`config.mk`:
```
export PLATFORM = sky130hd
export DESIGN_NAME = pipeline_hazard_ctrl_flat
export DESIGN_NICKNAME = d
export VERILOG_FILES = /design/src/rtl/pipeline_hazard_ctrl_pkg.sv /design/src/rtl/pipeline_hazard_ctrl_if.sv /design/src/rtl/pipeline_hazard_ctrl_hazard_compare.sv /design/src/rtl/pipeline_hazard_ctrl.sv /design/src/flat_wrapper.sv
export SDC_FILE = /design/constraint.sdc
export NUM_CORES = 1
export LEC_CHECK = 0
export CORE_MARGIN = 4
export CORE_UTILIZATION = 51
export DETAILED_ROUTE_END_ITERATION = 7
export PLACE_DENSITY = 0.84
export SLEW_MARGIN = 40
export SYNTH_ARGS = -nofsm -noshare
export SYNTH_HDL_FRONTEND = slang
export SYNTH_HIERARCHICAL = 1
export SYNTH_SLANG_ARGS = --single-unit
```
`constraint.sdc`:
```
create_clock -name clock -period 3.3 [get_ports clock]
set_input_delay 0.66 -clock clock [delete_from_list [all_inputs] [get_ports clock]]
set_output_delay 0.66 -clock clock [all_outputs]
set_load 0.01 [all_outputs]
```
`src/rtl/pipeline_hazard_ctrl_pkg.sv`:
```
// Shared pipeline definitions: sequencer state encodings and the stage-register
// hold/bubble control bundles driven by the hazard sequencer.
package pipeline_hazard_ctrl_pkg;

    localparam logic [1:0] ST_WARMUP   = 2'd0;
    localparam logic [1:0] ST_RUN      = 2'd1;
    localparam logic [1:0] ST_MDU_WAIT = 2'd2;

    typedef enum logic [1:0] {
        WARMUP   = ST_WARMUP,
        RUN      = ST_RUN,
        MDU_WAIT = ST_MDU_WAIT
    } hz_state_e;

    typedef struct packed {
        logic pc_write;
        logic ifid_write;
        logic ifid_flush;
        logic idex_bubble;
        logic idex_hold;
        logic exmem_bubble;
    } hz_ctrl_t;

    localparam hz_ctrl_t CTRL_RUN = '{pc_write: 1'b1, ifid_write: 1'b1, default: 1'b0};
    localparam hz_ctrl_t CTRL_WARMUP = '{ifid_flush: 1'b1, idex_bubble: 1'b1,
                                         exmem_bubble: 1'b1, default: 1'b0};
    // Branch kills IF, ID and EX but keeps fetching from the new target.
    localparam hz_ctrl_t CTRL_BRANCH = '{pc_write: 1'b1, ifid_write: 1'b1, ifid_flush: 1'b1,
                                         idex_bubble: 1'b1, exmem_bubble: 1'b1, default: 1'b0};
    localparam hz_ctrl_t CTRL_MDU_HOLD = '{idex_hold: 1'b1, exmem_bubble: 1'b1, default: 1'b0};
    localparam hz_ctrl_t CTRL_LOAD_USE = '{idex_bubble: 1'b1, default: 1'b0};

endpackage

```
`src/rtl/pipeline_hazard_ctrl_if.sv`:
```
// Hazard-sequencer signal bundle: pipeline status in, stage-register controls out.
interface pipeline_hazard_ctrl_if #(
    parameter int REG_ADDR_W = 5,
    parameter int CNT_W      = 16
);
    logic [REG_ADDR_W-1:0] id_rs;
    logic [REG_ADDR_W-1:0] id_rt;
    logic                  id_uses_rt;
    logic                  ex_mem_read;
    logic [REG_ADDR_W-1:0] ex_rt;
    logic                  branch_taken;
    logic                  mdu_start;
    logic                  mdu_done;
    logic                  pc_write;
    logic                  ifid_write;
    logic                  ifid_flush;
    logic                  idex_bubble;
    logic                  idex_hold;
    logic                  exmem_bubble;
    logic                  mdu_error;
    logic [CNT_W-1:0]      stall_count;

    modport master (
        output id_rs, id_rt, id_uses_rt, ex_mem_read, ex_rt, branch_taken, mdu_start, mdu_done,
        input  pc_write, ifid_write, ifid_flush, idex_bubble, idex_hold, exmem_bubble,
               mdu_error, stall_count
    );

    modport slave (
        input  id_rs, id_rt, id_uses_rt, ex_mem_read, ex_rt, branch_taken, mdu_start, mdu_done,
        output pc_write, ifid_write, ifid_flush, idex_bubble, idex_hold, exmem_bubble,
               mdu_error, stall_count
    );
endinterface

```
`src/rtl/pipeline_hazard_ctrl_hazard_compare.sv`:
```
// Load-use register-match comparator; register 0 never creates a dependency.
module hazard_compare #(
    parameter int REG_ADDR_W = 5
) (
    input  logic                  ex_mem_read_i,
    input  logic [REG_ADDR_W-1:0] ex_rt_i,
    input  logic [REG_ADDR_W-1:0] id_rs_i,
    input  logic [REG_ADDR_W-1:0] id_rt_i,
    input  logic                  id_uses_rt_i,
    output logic                  load_use_o
);
    assign load_use_o = ex_mem_read_i && (ex_rt_i != '0) &&
                        ((ex_rt_i == id_rs_i) || (id_uses_rt_i && (ex_rt_i == id_rt_i)));
endmodule

```
`src/rtl/pipeline_hazard_ctrl.sv`:
```
// Hazard and stall sequencer: warm-up bubbles, load-use stalls, branch flushes
// and MDU waits, with a saturating stall-cycle counter.
module pipeline_hazard_ctrl
    import pipeline_hazard_ctrl_pkg::*;
#(
    parameter int REG_ADDR_W    = 5,
    parameter int WARMUP_CYCLES = 4,
    parameter int MDU_TIMEOUT   = 64,
    parameter int CNT_W         = 16
) (
    input logic                   clock,
    input logic                   startin,
    pipeline_hazard_ctrl_if.slave hz
);
    localparam int WU_W  = (WARMUP_CYCLES > 1) ? $clog2(WARMUP_CYCLES) : 1;
    localparam int MDU_W = $clog2(MDU_TIMEOUT);
    localparam logic [WU_W-1:0]  WU_LAST  = WU_W'(WARMUP_CYCLES - 1);
    localparam logic [MDU_W-1:0] MDU_LAST = MDU_W'(MDU_TIMEOUT - 1);

    hz_state_e        state_q, state_d;
    logic [WU_W-1:0]  wu_cnt_q, wu_cnt_d;
    logic [MDU_W-1:0] mdu_cnt_q, mdu_cnt_d;
    logic             mdu_err_q, mdu_err_d;
    logic [CNT_W-1:0] stall_q, stall_d;
    hz_ctrl_t         ctrl;
    logic             load_use;

    hazard_compare #(.REG_ADDR_W(REG_ADDR_W)) u_cmp (
        .ex_mem_read_i (hz.ex_mem_read),
        .ex_rt_i       (hz.ex_rt),
        .id_rs_i       (hz.id_rs),
        .id_rt_i       (hz.id_rt),
        .id_uses_rt_i  (hz.id_uses_rt),
        .load_use_o    (load_use)
    );

    always_comb begin
        ctrl      = CTRL_WARMUP;
        state_d   = state_q;
        wu_cnt_d  = wu_cnt_q;
        mdu_cnt_d = mdu_cnt_q;
        mdu_err_d = mdu_err_q;
        case (state_q)
            WARMUP: begin
                ctrl = CTRL_WARMUP;
                if (wu_cnt_q == WU_LAST) state_d = RUN;
                else                     wu_cnt_d = wu_cnt_q + 1'b1;
            end
            RUN: begin
                if (hz.branch_taken) begin
                    ctrl = CTRL_BRANCH;
                end else if (hz.mdu_start) begin
                    ctrl      = CTRL_MDU_HOLD;
                    state_d   = MDU_WAIT;
                    mdu_cnt_d = '0;
                end else if (load_use) begin
                    ctrl = CTRL_LOAD_USE;
                end else begin
                    ctrl = CTRL_RUN;
                end
            end
            MDU_WAIT: begin
                // Timeout releases exactly like a done, leaving only the sticky error.
                if (hz.mdu_done) begin
                    ctrl    = CTRL_RUN;
                    state_d = RUN;
                end else if (mdu_cnt_q == MDU_LAST) begin
                    ctrl      = CTRL_RUN;
                    state_d   = RUN;
                    mdu_err_d = 1'b1;
                end else begin
                    ctrl      = CTRL_MDU_HOLD;
                    mdu_cnt_d = mdu_cnt_q + 1'b1;
                end
            end
            default: begin
                ctrl    = CTRL_WARMUP;
                state_d = WARMUP;
            end
        endcase
    end

    always_comb begin
        stall_d = stall_q;
        if ((state_q != WARMUP) && !ctrl.pc_write && (stall_q != '1))
            stall_d = stall_q + 1'b1;
    end

    always_ff @(posedge clock or posedge startin) begin
        if (startin) begin
            state_q   <= WARMUP;
            wu_cnt_q  <= '0;
            mdu_cnt_q <= '0;
            mdu_err_q <= 1'b0;
            stall_q   <= '0;
        end else begin
            state_q   <= state_d;
            wu_cnt_q  <= wu_cnt_d;
            mdu_cnt_q <= mdu_cnt_d;
            mdu_err_q <= mdu_err_d;
            stall_q   <= stall_d;
        end
    end

    assign hz.pc_write     = ctrl.pc_write;
    assign hz.ifid_write   = ctrl.ifid_write;
    assign hz.ifid_flush   = ctrl.ifid_flush;
    assign hz.idex_bubble  = ctrl.idex_bubble;
    assign hz.idex_hold    = ctrl.idex_hold;
    assign hz.exmem_bubble = ctrl.exmem_bubble;
    assign hz.mdu_error    = mdu_err_q;
    assign hz.stall_count  = stall_q;
endmodule

```
`src/flat_wrapper.sv`:
```
// flat-port wrapper written by rule: the top's interface ports become plain ports
module pipeline_hazard_ctrl_flat import pipeline_hazard_ctrl_pkg::*;
#(
    parameter int REG_ADDR_W    = 5,
    parameter int WARMUP_CYCLES = 4,
    parameter int MDU_TIMEOUT   = 64,
    parameter int CNT_W         = 16
)
  (clock, startin, hz_id_rs, hz_id_rt, hz_id_uses_rt, hz_ex_mem_read, hz_ex_rt, hz_branch_taken, hz_mdu_start, hz_mdu_done, hz_pc_write, hz_ifid_write, hz_ifid_flush, hz_idex_bubble, hz_idex_hold, hz_exmem_bubble, hz_mdu_error, hz_stall_count);
  pipeline_hazard_ctrl_if #(.REG_ADDR_W(REG_ADDR_W), .CNT_W(CNT_W)) hz_i ();
  input logic clock;
  input logic startin;
  input wire logic [$bits(hz_i.id_rs)-1:0] hz_id_rs;
  input wire logic [$bits(hz_i.id_rt)-1:0] hz_id_rt;
  input wire logic [$bits(hz_i.id_uses_rt)-1:0] hz_id_uses_rt;
  input wire logic [$bits(hz_i.ex_mem_read)-1:0] hz_ex_mem_read;
  input wire logic [$bits(hz_i.ex_rt)-1:0] hz_ex_rt;
  input wire logic [$bits(hz_i.branch_taken)-1:0] hz_branch_taken;
  input wire logic [$bits(hz_i.mdu_start)-1:0] hz_mdu_start;
  input wire logic [$bits(hz_i.mdu_done)-1:0] hz_mdu_done;
  output wire logic [$bits(hz_i.pc_write)-1:0] hz_pc_write;
  output wire logic [$bits(hz_i.ifid_write)-1:0] hz_ifid_write;
  output wire logic [$bits(hz_i.ifid_flush)-1:0] hz_ifid_flush;
  output wire logic [$bits(hz_i.idex_bubble)-1:0] hz_idex_bubble;
  output wire logic [$bits(hz_i.idex_hold)-1:0] hz_idex_hold;
  output wire logic [$bits(hz_i.exmem_bubble)-1:0] hz_exmem_bubble;
  output wire logic [$bits(hz_i.mdu_error)-1:0] hz_mdu_error;
  output wire logic [$bits(hz_i.stall_count)-1:0] hz_stall_count;
  assign hz_i.id_rs = hz_id_rs;
  assign hz_i.id_rt = hz_id_rt;
  assign hz_i.id_uses_rt = hz_id_uses_rt;
  assign hz_i.ex_mem_read = hz_ex_mem_read;
  assign hz_i.ex_rt = hz_ex_rt;
  assign hz_i.branch_taken = hz_branch_taken;
  assign hz_i.mdu_start = hz_mdu_start;
  assign hz_i.mdu_done = hz_mdu_done;
  assign hz_pc_write = hz_i.pc_write;
  assign hz_ifid_write = hz_i.ifid_write;
  assign hz_ifid_flush = hz_i.ifid_flush;
  assign hz_idex_bubble = hz_i.idex_bubble;
  assign hz_idex_hold = hz_i.idex_hold;
  assign hz_exmem_bubble = hz_i.exmem_bubble;
  assign hz_mdu_error = hz_i.mdu_error;
  assign hz_stall_count = hz_i.stall_count;
  pipeline_hazard_ctrl #(.REG_ADDR_W(REG_ADDR_W), .WARMUP_CYCLES(WARMUP_CYCLES), .MDU_TIMEOUT(MDU_TIMEOUT), .CNT_W(CNT_W)) u_core (.clock(clock), .startin(startin), .hz(hz_i));
endmodule
```
Word level (Yosys, flattened, before mapping)
Index checks and enable logic that the tools add are counted.
{"block": "word_totals", "rom_bits": 0, "input_bits": 22, "ramBits": 0, "output_inout_bits": 23, "latch_bits": 0, "mem_count": 0, "register_bits": 27}
{"block": "op_classes", "n_div": 0, "bitwise_logic": 2, "shift": 0, "muxes": 17, "n_addsub": 3, "multipliers": 0, "n_eq_ne": 13, "n_reduce_logical": 15, "magnitude_cmp": 0}
{"operator": "$mux W6", "count": 9}
{"operator": "$pmux W6 S2", "count": 2}
{"operator": "$add A16 B1 Y16 const B", "count": 1}
{"operator": "$ne A16 B16 Y1 const B", "count": 1}
{"operator": "$eq A5 B5 Y1", "count": 2}
{"operator": "$mux W2", "count": 5}
{"operator": "$ne A2 B2 Y1 const B", "count": 4}
{"operator": "$add A6 B1 Y6 const B", "count": 1}
{"operator": "$eq A6 B6 Y1 const B", "count": 1}
{"operator": "$pmux W2 S3", "count": 1}
{"operator": "$logic_and A1 B1 Y1", "count": 5}
{"operator": "$reduce_and A5 Y1", "count": 1}
{"operator": "$reduce_bool A5 Y1", "count": 1}
{"operator": "$eq A2 B2 Y1 const B", "count": 2}
{"operator": "$reduce_and A4 Y1", "count": 1}
{"operator": "$reduce_bool A2 Y1", "count": 2}
{"operator": "$ne A3 B2 Y1 const B", "count": 1}
{"operator": "$reduce_and A3 Y1", "count": 1}
{"operator": "$add A2 B1 Y2 const B", "count": 1}
{"operator": "$eq A2 B1 Y1 const B", "count": 1}
{"operator": "$logic_not A2 Y1", "count": 1}
{"operator": "$ne A2 B1 Y1 const B", "count": 1}
{"operator": "$not A1 Y1", "count": 2}
{"operator": "$reduce_and A2 Y1", "count": 1}
{"operator": "2 further kinds", "count": 2}

Logic depth before layout (Yosys ltp)
{"block": "depth", "ltp_word": 11, "mapped_depth": 10}

By module
Netlist, hierarchy kept.
{"mod": "pipeline_hazard_ctrl", "cells_per_inst": 145, "area_each_um2": 1471.4, "n_inst": 1}
{"mod": "hazard_compare", "cells_per_inst": 17, "area_each_um2": 132.6, "n_inst": 1}

Worst setup path before layout
No wires, ideal clock.
{"block": "synth_timing", "path_type": "input port to output port", "start": "input port hz_ex_rt[1]", "end": "output port hz_pc_write", "t_required_ns": 2.640, "path_stages": 7, "path_slack_ns": 0.778, "arrival_time_ns": 1.862, "path_cell_list": "or4_1 > o21ai_1 > a21oi_1 > o21bai_1 > nand3_1 > nand2_1 > buf_4"}
{"block": "synth_between", "elab_chain_cells": 8, "elab_cells_between_ends": 11}
{"item": "start, declared", "line": "flat_wrapper.sv:17", "text": "input wire logic [$bits(hz_i.ex_rt)-1:0] hz_ex_rt;"}
{"item": "$eq A5 B5 Y1", "line": "pipeline_hazard_ctrl_hazard_compare.sv:13", "text": "((ex_rt_i == id_rs_i) || (id_uses_rt_i && (ex_rt_i == id_rt_i)));"}
{"item": "$logic_and A1 B1 Y1", "line": "pipeline_hazard_ctrl_hazard_compare.sv:13"}
{"item": "$logic_or A1 B1 Y1", "line": "pipeline_hazard_ctrl_hazard_compare.sv:13"}
{"item": "$logic_and A1 B1 Y1 (*)", "line": "pipeline_hazard_ctrl_hazard_compare.sv:12", "text": "assign load_use_o = ex_mem_read_i && (ex_rt_i != '0) &&"}
{"item": "named net u_core.load_use", "line": "pipeline_hazard_ctrl.sv:26", "text": "logic load_use;"}
{"item": "$mux W6 (*)", "line": "pipeline_hazard_ctrl.sv:56", "text": "end else if (load_use) begin"}
{"item": "$mux W6 (*)", "line": "pipeline_hazard_ctrl.sv:52", "text": "end else if (hz.mdu_start) begin"}
{"item": "$mux W6 (*)", "line": "pipeline_hazard_ctrl.sv:50", "text": "if (hz.branch_taken) begin"}
{"item": "$pmux W6 S2 (*)", "line": "pipeline_hazard_ctrl.sv:43", "text": "case (state_q)"}
{"item": "end, declared", "line": "flat_wrapper.sv:21", "text": "output wire logic [$bits(hz_i.pc_write)-1:0] hz_pc_write;"}
The timed path passes the listed nets; every way through them passes the cells marked *.

Final worst setup path
{"block": "layout_timing", "start": "input port hz_ex_rt[4]", "end": "output port hz_ifid_write"}
{"block": "layout_between", "elab_chain_cells": 8, "elab_cells_between_ends": 11}
{"item": "$eq A5 B5 Y1", "line": "pipeline_hazard_ctrl_hazard_compare.sv:13"}
{"item": "$logic_and A1 B1 Y1", "line": "pipeline_hazard_ctrl_hazard_compare.sv:13"}
{"item": "$logic_or A1 B1 Y1", "line": "pipeline_hazard_ctrl_hazard_compare.sv:13"}
{"item": "$logic_and A1 B1 Y1 (*)", "line": "pipeline_hazard_ctrl_hazard_compare.sv:12"}
{"item": "named net u_core.load_use", "line": "pipeline_hazard_ctrl.sv:26"}
{"item": "$mux W6 (*)", "line": "pipeline_hazard_ctrl.sv:56"}
{"item": "$mux W6 (*)", "line": "pipeline_hazard_ctrl.sv:52"}
{"item": "$mux W6 (*)", "line": "pipeline_hazard_ctrl.sv:50"}
{"item": "$pmux W6 S2 (*)", "line": "pipeline_hazard_ctrl.sv:43"}
{"item": "end, declared", "line": "flat_wrapper.sv:22", "text": "output wire logic [$bits(hz_i.ifid_write)-1:0] hz_ifid_write;"}
Marks and branches as above.

==> summary.txt <==
Setup path
  • Crit path largest cell delay: 0.53 ns
  • Crit-path leading delay family: buffers and inverters
  • Critical-path maximum fanout: 3
  • Crit. path cell count: 8
  • Worst Reg-to-Reg Cells: 7
  • CP Buf/Inv Count: 2
  • Cells along the critical path: clkdlybuf4s50_1 > or4_1 > o21ai_1 > a21oi_2 > o21bai_1 > nand3_1 > nand2_1 > dlygate4sd2_1
  • Worst setup SP type: input pin
  • CP Class: input pin to output port
  • Worst EP required: between 2 and 3 ns
  • Crit-path slowest cell: or4_1
  • Crit path DAT: 2.54 ns
  • Kind of end point of the critical path: output port

Drt
  • DRC viols: 0
  • Post-route ant nets: 0
  • WL final: 3800 um
  • Vias: 1,420
  • TritonRoute pass-1 iters: 4
  • Vias per inst: roughly 5.5
  • DRT iter0 DRCs: 80
  • Wire length per cell: between 10 and 15 um

Logic synthesis
  • Number of synthesized flops with an enable pin: 0
  • Synth top area share: 42.1%
  • Async SR Flop Fraction: 100%
  • Avg Inst Size Synth: 9.90 um2
  • Post-synthesis instance area: roughly 0.0016 mm2
  • Netlist cell types: 40
  • Mapped Nets: 191
  • Ys flop type: dfrtp_1
  • Top cells by area, synth: dfrtp_1 42%, xnor2_1 7.6%, ha_1 5.5%
  • Area leader, netlist: dfrtp_1
  • Post-synthesis register bit count: 27
  • Cell with the most instances after synthesis: dfrtp_1
  • Post-Syn Instances: 162
  • Seq/Total Area, Yosys: 42.1%
  • Synth warn: 6
  • Commonest cells in the netlist: 27 x dfrtp_1, 15 x nand2_1, 14 x xnor2_1

Clocking
  • Root Buffer: clkbuf_4
  • TritonCTS Buffers: 3
  • Max clock buf depth: 2
  • Max H-tree Level: 1
  • Cts hold-fix bufs: 0
  • Clk pin slew, worst setup/hold paths: between 0.15 and 0.2 ns
  • Worst-skew pair later-pin latency: about 0.33 ns
  • CTS sink cnt: 27
  • CTS tree: built

Timing
  • RSZ-0062 raised after global routing: false
  • Clk_skew: 0.0208 ns
  • Measured slew at the worst slew-check pin: approximately 0.56 ns
  • Max-slew violation count: 0
  • Relative slew margins: 62.3%
  • Final setup violation count: 0
  • Period utilization: 96.9%
  • Maximum clock rate: 313 MHz
  • Tmin final: around 3.2 ns
  • Final hold vios: 0

Place
  • HPWL after DPL: 2960 um
  • Port bufs: 44
  • RD Place Congestion: between 0.7 and 0.8
  • Dpl cells: 253

Global route
  • Met3 Use GR: 2.81%
  • Antenna violations before repair: 0
  • GRT met1 Usage: 25.6%
  • First-pass GRT wire length: 6650 um
  • Met2 usage: 35.7%
  • Largest net degree at the start of global routing: 28
  • Total gr overflow: 0
  • Vias in the first global route: 1,451
  • Total GRT Usage: 20.0%
  • Gr busiest metal: met2

Floorplanning
  • Initial core utilization: 53.0%
  • Io pins: 45
  • Die height: 64.1 um
  • Core area: 0.00303 mm2
  • # rows: 20
  • Die area: 0.00411 mm2
  • Die X-Extent: 64.1 um

Outcome
  • Status: complete, no violations

Cells and area
  • Area Overhead vs Synth: 35.6%
  • Final #Nets: 244
  • Post-route insts no fill: around 260
  • Antenna cells: 0
  • Share of cells above drive strength 1: 11.2%
  • Final Core Density: 71.9%

Pwr
  • VDD IR max: 422 uV
  • PwrDens: roughly 600 mW/mm2
  • Leakage: 0.916 nW

Hold path
  • Worst min-delay path class: register to register
  • Hold Crit Depth: 1

Job
  • Max_cap viols: 0
==> area by class of cell <==
type / instances / area (um2)
Sequential cell: 27 / 676
Clock buffer: 3 / 22.5
Fill cell: 234 / 852
Inverter: 5 / 18.8
Timing Repair Buffer: 51 / 502
Tap cell: 44 / 55.1
Clock inverter: 1 / 5.00
Multi-Input combinational cell: 127 / 897
==> what timing repair did <==
action	in CTS	in global routing
endpoints found under the setup margin	3	0
buffers inserted	1	0
resized for setup	4	0
==> report_power, final <==
group	internal, mW	switching [mW]	total (mW)
clock	0.0453	0.0982	0.144
combinational	0.361	0.336	0.698
sequential	0.391	0.0754	0.466
total	0.798	0.510	1.31
==> cell usage in the layout (no fill, tap or decap), types with 4 or more instances in the layout <==
cell             instances
nand2_1                 15
nor2_1                   8
nand3_1                 12
nand4_1                  8
mux2_2                   6
dfrtp_1                 27
a21oi_1                  5
ha_1                     7
buf_4                    6
o21ai_0                  4
clkdlybuf4s50_1         41
xnor2_1                 14
and4_1                   4
xor2_1                   9
inv_1                    4
==> path summary, 6_finish.rpt <==
check / start / end / slack [ns]
min in group asynchronous: startin / u_core/hz.stall_count[7] / 0.68
max reg2reg: u_core/state_q[0] / u_core/mdu_cnt_q[5] / 1.17
min: u_core/hz.mdu_error / u_core/hz.mdu_error / 0.49
min reg2reg: u_core/hz.mdu_error / u_core/hz.mdu_error / 0.49
max in group asynchronous: startin / u_core/state_q[0] / 2.22
max: hz_ex_rt[4] / hz_ifid_write / 0.10
==> cells by family (layout without fill, tap and decap cells) <==
family	Yosys count	in the layout	share of synthesized area, %
AOI/OAI and AO/OA	23	23	9.83
xor gates and xnor gates	23	23	12.6
adders and majority gates	7	7	5.46
buffers and inverters	8	60	2.18
DFF	27	27	42.1
muxes	7	7	4.84
and+or+nand+nor	67	67	23.0
==> metrics by stage <==
step | TNS (ns) | instance area (um2) | hold WS [ns] | power, mW | worst slack (ns)
2_1_floorplan | 0 | 1600 | 0.453 | 0.859 | 0.778
3_3_place_gp | -0.160 | 2140 | 0.438 | 1.15 | -0.0683
3_5_place_dp | -0.506 | 2140 | 0.461 | 1.18 | -0.177
4_1_cts | 0 | 2180 | 0.495 | 1.32 | 0.105
5_1_grt | 0 | 2180 | 0.510 | 1.41 | 0.0136
6_report | 0 | 2180 | 0.493 | 1.31 | 0.102
==> state kept, by name, summed over array words and instances, names as in the netlist <==
register and count:
u_core/hz.stall_count 16, u_core/mdu_cnt_q 6, u_core/state_q 2, u_core/wu_cnt_q 2, u_core/hz.mdu_error 1
==> metal layers <==
metal  part of all wire [%]  up-vias  wire length [um]
met1                     44      683              1680
met3                    6.1        2               230
met2                     49       49              1870
met4                   0.53        0                20
li1                       -      686                 -
met5                      0        -                 0
Power figures use the tool's default switching activity.
